<file path="config.mk">
export PLATFORM = sky130hd
export DESIGN_NAME = ssd_min_sort_flat
export DESIGN_NICKNAME = d
export VERILOG_FILES = /design/src/rtl/ssd_min_sort_if.sv /design/src/rtl/ssd_min_sort.sv /design/src/flat_wrapper.sv
export SDC_FILE = /design/constraint.sdc
export NUM_CORES = 1
export LEC_CHECK = 0
export CAP_MARGIN = 20
export CORE_MARGIN = 5
export CORE_UTILIZATION = 55
export DETAILED_ROUTE_END_ITERATION = 8
export PLACE_DENSITY = 0.81
export SETUP_SLACK_MARGIN = 0.2
export SLEW_MARGIN = 10
export SYNTH_ARGS = -nofsm -noshare
export SYNTH_HDL_FRONTEND = slang
export SYNTH_SLANG_ARGS = --single-unit
</file>
<file path="constraint.sdc">
create_clock -name clk -period 3 [get_ports clk]
set_input_delay 0.75 -clock clk [delete_from_list [all_inputs] [get_ports clk]]
set_output_delay 0.75 -clock clk [all_outputs]
set_load 0.03 [all_outputs]
</file>
<file path="src/rtl/ssd_min_sort_if.sv">
// rtl/ssd_min_sort_if.sv - SSD input stream and best-match result bundle (SSD_SORT_TOP2_EN adds second-best fields)
interface ssd_min_sort_if #(
    parameter int SSD_W = 20,
    parameter int IDX_W = 4
);
    logic [SSD_W-1:0] ssd_i;
    logic             ssd_ivalid;
    logic             ssd_ready;
    logic             blk_start;
    logic [SSD_W-1:0] best_ssd;
    logic [IDX_W-1:0] best_idx;
    logic             best_vld;
    logic             best_rdy;
    logic             busy;
`ifdef SSD_SORT_TOP2_EN
    logic [SSD_W-1:0] second_ssd;
    logic [IDX_W-1:0] second_idx;

    modport slave (
        input  ssd_i, ssd_ivalid, blk_start, best_rdy,
        output ssd_ready, best_ssd, best_idx, best_vld, busy, second_ssd, second_idx
    );
    modport master (
        output ssd_i, ssd_ivalid, blk_start, best_rdy,
        input  ssd_ready, best_ssd, best_idx, best_vld, busy, second_ssd, second_idx
    );
`else
    modport slave (
        input  ssd_i, ssd_ivalid, blk_start, best_rdy,
        output ssd_ready, best_ssd, best_idx, best_vld, busy
    );
    modport master (
        output ssd_i, ssd_ivalid, blk_start, best_rdy,
        input  ssd_ready, best_ssd, best_idx, best_vld, busy
    );
`endif
endinterface

</file>
<file path="src/rtl/ssd_min_sort.sv">
// rtl/ssd_min_sort.sv - per-block minimum SSD tracker with result handshake (optional SSD_SORT_TOP2_EN second-best)
module ssd_min_sort #(
    parameter int SSD_W    = 20,
    parameter int NUM_CAND = 16,
    parameter int IDX_W    = $clog2(NUM_CAND)
) (
    input  logic          clk,
    input  logic          rst,
    ssd_min_sort_if.slave bus
);
    localparam logic [SSD_W-1:0] ALL_ONES = '1;
    localparam logic [IDX_W-1:0] LAST_IDX = IDX_W'(NUM_CAND - 1);

    typedef enum logic [1:0] {IDLE, SCAN, HOLD} state_t;

    state_t           state_q, state_d;
    logic [SSD_W-1:0] min_q, min_d;
    logic [IDX_W-1:0] min_idx_q, min_idx_d;
    logic [IDX_W-1:0] cnt_q, cnt_d;
    logic [SSD_W-1:0] best_ssd_q, best_ssd_d;
    logic [IDX_W-1:0] best_idx_q, best_idx_d;
    logic             best_vld_q, best_vld_d;
    logic             lt_min;
    assign lt_min = bus.ssd_i < min_q;

`ifdef SSD_SORT_TOP2_EN
    logic [SSD_W-1:0] sec_q, sec_d;
    logic [IDX_W-1:0] sec_idx_q, sec_idx_d;
    logic             lt_sec;
    assign lt_sec = bus.ssd_i < sec_q;
`endif

    // State register and all datapath registers
    always_ff @(posedge clk) begin
        if (rst) begin
            state_q    <= IDLE;
            min_q      <= ALL_ONES;
            min_idx_q  <= '0;
            cnt_q      <= '0;
            best_ssd_q <= '0;
            best_idx_q <= '0;
            best_vld_q <= 1'b0;
`ifdef SSD_SORT_TOP2_EN
            sec_q      <= ALL_ONES;
            sec_idx_q  <= '0;
`endif
        end else begin
            state_q    <= state_d;
            min_q      <= min_d;
            min_idx_q  <= min_idx_d;
            cnt_q      <= cnt_d;
            best_ssd_q <= best_ssd_d;
            best_idx_q <= best_idx_d;
            best_vld_q <= best_vld_d;
`ifdef SSD_SORT_TOP2_EN
            sec_q      <= sec_d;
            sec_idx_q  <= sec_idx_d;
`endif
        end
    end

    // Next-state and running min/second update for each accepted sample
    always_comb begin
        state_d    = state_q;
        min_d      = min_q;
        min_idx_d  = min_idx_q;
        cnt_d      = cnt_q;
        best_ssd_d = best_ssd_q;
        best_idx_d = best_idx_q;
        best_vld_d = best_vld_q;
`ifdef SSD_SORT_TOP2_EN
        sec_d      = sec_q;
        sec_idx_d  = sec_idx_q;
`endif
        case (state_q)
            IDLE: begin
                // blk_start alone means nothing here; a sample opens the block
                if (bus.ssd_ivalid) begin
                    min_d     = bus.ssd_i;
                    min_idx_d = '0;
                    cnt_d     = IDX_W'(1);
                    state_d   = SCAN;
`ifdef SSD_SORT_TOP2_EN
                    sec_d     = ALL_ONES;
                    sec_idx_d = '0;
`endif
                end
            end
            SCAN: begin
                if (bus.blk_start) begin
                    // Restart: a coincident sample becomes candidate 0
                    min_d     = bus.ssd_ivalid ? bus.ssd_i : ALL_ONES;
                    min_idx_d = '0;
                    cnt_d     = bus.ssd_ivalid ? IDX_W'(1) : '0;
`ifdef SSD_SORT_TOP2_EN
                    sec_d     = ALL_ONES;
                    sec_idx_d = '0;
`endif
                end else if (bus.ssd_ivalid) begin
                    // Strict compares so ties keep the earlier candidate
                    if (lt_min) begin
                        min_d     = bus.ssd_i;
                        min_idx_d = cnt_q;
`ifdef SSD_SORT_TOP2_EN
                        sec_d     = min_q;
                        sec_idx_d = min_idx_q;
`endif
                    end
`ifdef SSD_SORT_TOP2_EN
                    else if (lt_sec) begin
                        sec_d     = bus.ssd_i;
                        sec_idx_d = cnt_q;
                    end
`endif
                    cnt_d = cnt_q + IDX_W'(1);
                    if (cnt_q == LAST_IDX) begin
                        state_d    = HOLD;
                        cnt_d      = '0;
                        best_ssd_d = min_d;
                        best_idx_d = min_idx_d;
                        best_vld_d = 1'b1;
                    end
                end
            end
            HOLD: begin
                // Result must drain; blk_start and samples are ignored
                if (bus.best_rdy) begin
                    best_vld_d = 1'b0;
                    min_d      = ALL_ONES;
                    state_d    = IDLE;
                end
            end
            default: state_d = IDLE;
        endcase
    end

    assign bus.ssd_ready = (state_q != HOLD);
    assign bus.busy      = (state_q == SCAN);
    assign bus.best_ssd  = best_ssd_q;
    assign bus.best_idx  = best_idx_q;
    assign bus.best_vld  = best_vld_q;
`ifdef SSD_SORT_TOP2_EN
    assign bus.second_ssd = sec_q;
    assign bus.second_idx = sec_idx_q;
`endif
endmodule
</file>
<file path="src/flat_wrapper.sv">
// flat-port wrapper written by rule: the top's interface ports become plain ports
module ssd_min_sort_flat 
#(
    parameter int SSD_W    = 20,
    parameter int NUM_CAND = 16,
    parameter int IDX_W    = $clog2(NUM_CAND)
)
  (clk, rst, bus_ssd_i, bus_ssd_ivalid, bus_blk_start, bus_best_rdy, bus_ssd_ready, bus_best_ssd, bus_best_idx, bus_best_vld, bus_busy);
  ssd_min_sort_if #(.SSD_W(SSD_W), .IDX_W(IDX_W)) bus_i ();
  input  logic clk;
  input  logic rst;
  input wire logic [$bits(bus_i.ssd_i)-1:0] bus_ssd_i;
  input wire logic [$bits(bus_i.ssd_ivalid)-1:0] bus_ssd_ivalid;
  input wire logic [$bits(bus_i.blk_start)-1:0] bus_blk_start;
  input wire logic [$bits(bus_i.best_rdy)-1:0] bus_best_rdy;
  output wire logic [$bits(bus_i.ssd_ready)-1:0] bus_ssd_ready;
  output wire logic [$bits(bus_i.best_ssd)-1:0] bus_best_ssd;
  output wire logic [$bits(bus_i.best_idx)-1:0] bus_best_idx;
  output wire logic [$bits(bus_i.best_vld)-1:0] bus_best_vld;
  output wire logic [$bits(bus_i.busy)-1:0] bus_busy;
  assign bus_i.ssd_i = bus_ssd_i;
  assign bus_i.ssd_ivalid = bus_ssd_ivalid;
  assign bus_i.blk_start = bus_blk_start;
  assign bus_i.best_rdy = bus_best_rdy;
  assign bus_ssd_ready = bus_i.ssd_ready;
  assign bus_best_ssd = bus_i.best_ssd;
  assign bus_best_idx = bus_i.best_idx;
  assign bus_best_vld = bus_i.best_vld;
  assign bus_busy = bus_i.busy;
  ssd_min_sort #(.SSD_W(SSD_W), .NUM_CAND(NUM_CAND), .IDX_W(IDX_W)) u_core (.clk(clk), .rst(rst), .bus(bus_i));
endmodule
</file>
==> metrics.txt <==
HP Start u_core.min_idx_q[3]; hpwl dp around 7000 µm; mean post-synth cell area slightly below 8 µm²; Critical Path RT 3.24 ns; synthesized cell area 3533 µm²; Worst slew margin 48.05%; CTS buffer count 5; Synth Warn # 0; final wirelength 11,290 µm; critical path class in2reg; clk_skew approximately 0.0052 ns; area grow syn2layout 36.79%; post-synth net total just over 500; layout cells sized above 1 a little over a fifth; largest net degree at the start of global routing 41; Final min period about 2.8 ns; via count between 3,000 and 4,000; most frequent cells in the layout 55 x dfxtp_1, 47 x nand2_1, 46 x inv_1, 44 x o21ai_0, 43 x buf_4; Reg clk slew, reported paths 0.11 ns; P per Cell Area 507.2 nW/µm²; synth top area cells dfxtp_1 31%, a211oi_1 9.6%, ha_1 8.5%, o21ai_0 6.8%, a311oi_1 5.7%; fmax 355.6 MHz; FILL cells 425; Clk Latency, worst-skew pair roughly 0.32 ns; final core utilization between 70 and 80%; slowest CP cell clkdlybuf4s50_1; Pins Over Slew Limit 0; CTS tree built; ant diodes 0; worst path bufs/invs 3; worst path cell trace clkdlybuf4s50_1 -> ha_1 -> and4_4 -> a221o_1 -> buf_4 -> buf_4 -> a211oi_1 -> a211oi_2 -> o211ai_1; clk sink count 55; root buffer cell clkbuf_8; Yosys top cell by area dfxtp_1; maximum VDD drop 576.4 µV; Residual DRC 0; DR pass1 iterations 6; initial antenna violation count 0; CP arrival about 3 ns; Die X 90.15 µm; CP startpoint kind input port; unrepaired setup endpoints after global routing false; H-tree Lvls 2; Clock Path Buffers 2; worst hold path type reg2reg; RePlAce Congestion just over 0.8; Worst Path Max Fanout 4; worst slew pin tran between 0.7 and 0.8 ns; outcome complete, no violations; IO Port Bufs 51; Fin. Hold Viols 0; sum of negative setup slack 0 ns; first-pass GRT wire length 18,380 µm; cell family with most CP delay compound AO/OA/AOI/OAI gates; Rows 29; nets roughly 580; CP endpoint kind register; Netlist cell types 40; per-cell routed wire length approximately 19 µm; final setup violating endpoints 0; GRT Resource Usage Total roughly a quarter; synthesized flop and latch total 55; Detailed Route Iter0 Violations 404; die area slightly above 8000 µm²; max cap viols 0; post-DR vias/cell 6.597; critical path's most frequent cell buf_4; Setup crit start bus_ssd_i[18]; Hold Buf Count CTS 0; area share of the largest cell type after synthesis between 30 and 40%; CP max stage delay 0.44 ns; Seq/Total Area, Yosys between 30% and 40%; leak pwr 2.029 nW; FF-to-FF Start u_core.state_q[0]; io pins 52; die height 90.15 µm; initial core utilization a little under three fifths; crit share post-route 93.73%; most common cell after layout, fill and taps aside dfxtp_1; Overflow after GRT 0; core area 6314 µm²; vias in the first global route 3,979; synthesized instance count 456; antenna-violating nets left 0
==> worst reg2reg max path, stage by stage, from the launching register on <==
cell and delay, ns:
dfxtp_1 0.41, inv_1 0.08, ha_1 0.62, a2111oi_0 0.53, o22ai_1 0.15, buf_4 0.24, o221ai_1 0.25, o211ai_1 0.15
==> through the flow <==
stage,power [mW],hold WS (ns),worst slack [ns],std cells,cell area [µm²]
2_1_floorplan,1.449,0.4423,0.3655,456,3533
3_3_place_gp,1.738,0.4599,-0.2339,594,4398
3_5_place_dp,1.785,0.4583,-0.2816,594,4398
4_1_cts,2.353,0.4902,0.1940,604,4624
5_1_grt,2.591,0.5019,0.05749,605,4833
6_report,2.452,0.4871,0.1882,605,4833
==> synthesized netlist by cell type, drive strengths merged <==
cell and n:
a2111oi 2, o21ai 49, nand4b 1, a311oi 23, nand2 48, a22o 5
a221oi 1, nand4 2, nor2 37, nor4 1, nand2b 1, o22a 1
a32oi 1, ha 24, mux2i 1, a31oi 1, nor2b 2, a22oi 1
and3 2, o221ai 20, nor3b 1, o22ai 3, and4 2, dfxtp 55
a21bo 1, a2111o 1, a221o 1, inv 46, buf 5, a21oi 10
o21a 2, a21o 3, nor3 2, a211oi 45, o211ai 21, clkbuf 35
==> timing repair <==
item	CTS	global route
resized for setup	29	44
setup buffers	1	0
endpoints found under the setup margin	48	48
pin swaps	8	27
cloned	1	1
==> flip-flops by register name (all words and copies together), names as in the netlist <==
signal / flops
u_core.bus.best_idx: 4
u_core.bus.best_ssd: 20
u_core.bus.best_vld: 1
u_core.cnt_q: 4
u_core.min_idx_q: 4
u_core.min_q: 20
u_core.state_q: 2
==> per-layer routing <==
layer	vias up	routed length, µm	share of wire (%)	GRT usage [%]
li1	1843	-	-	-
met1	1892	4586	41	31.42
met4	0	186	1.6	9.801
met2	229	5606	50	45.67
met3	27	911	8.1	6.427
met5	-	0	0	0
==> worst paths after layout <==
check	end	slack [ns]	cells past startpoint
hold / removal	u_core.min_idx_q[3]	0.49	1
setup / recovery	u_core.min_q[6]	0.19	9
hold reg to reg	u_core.min_idx_q[3]	0.49	1
setup reg to reg	u_core.min_q[14]	0.43	7
==> area by class of cell <==
cell class              instances  area, µm²  share of cell area (%)
flip-flops and latches         55       1101                   22.78
clock inverters                 3      43.79                  0.9060
repair buffers                104      993.5                   20.55
well taps                      77      96.34                   1.993
multi-input cells             315       2357                   48.77
clock buffers                   5      68.82                   1.424
inverters                      46      172.7                   3.572
==> cells by family (layout without fill, tap and decap cells) <==
family,count (synthesis),count (layout),share of synthesized area [%]
AO/OA/AOI/OAI,191,191,38.49
adder cells (fa/ha/maj),24,24,8.499
buffers and inverters,86,158,9.596
flip-flops,55,55,31.16
multiplexers,1,1,0.2833
AND/OR/NAND/NOR,99,99,11.97
==> power breakdown <==
group / internal (mW) / total (mW) / switching (mW)
clock: 0.249 / 0.515 / 0.266
combinational: 0.442 / 1.07 / 0.633
sequential: 0.786 / 0.861 / 0.0750
No activity file was read; power rests on OpenSTA's default activity.
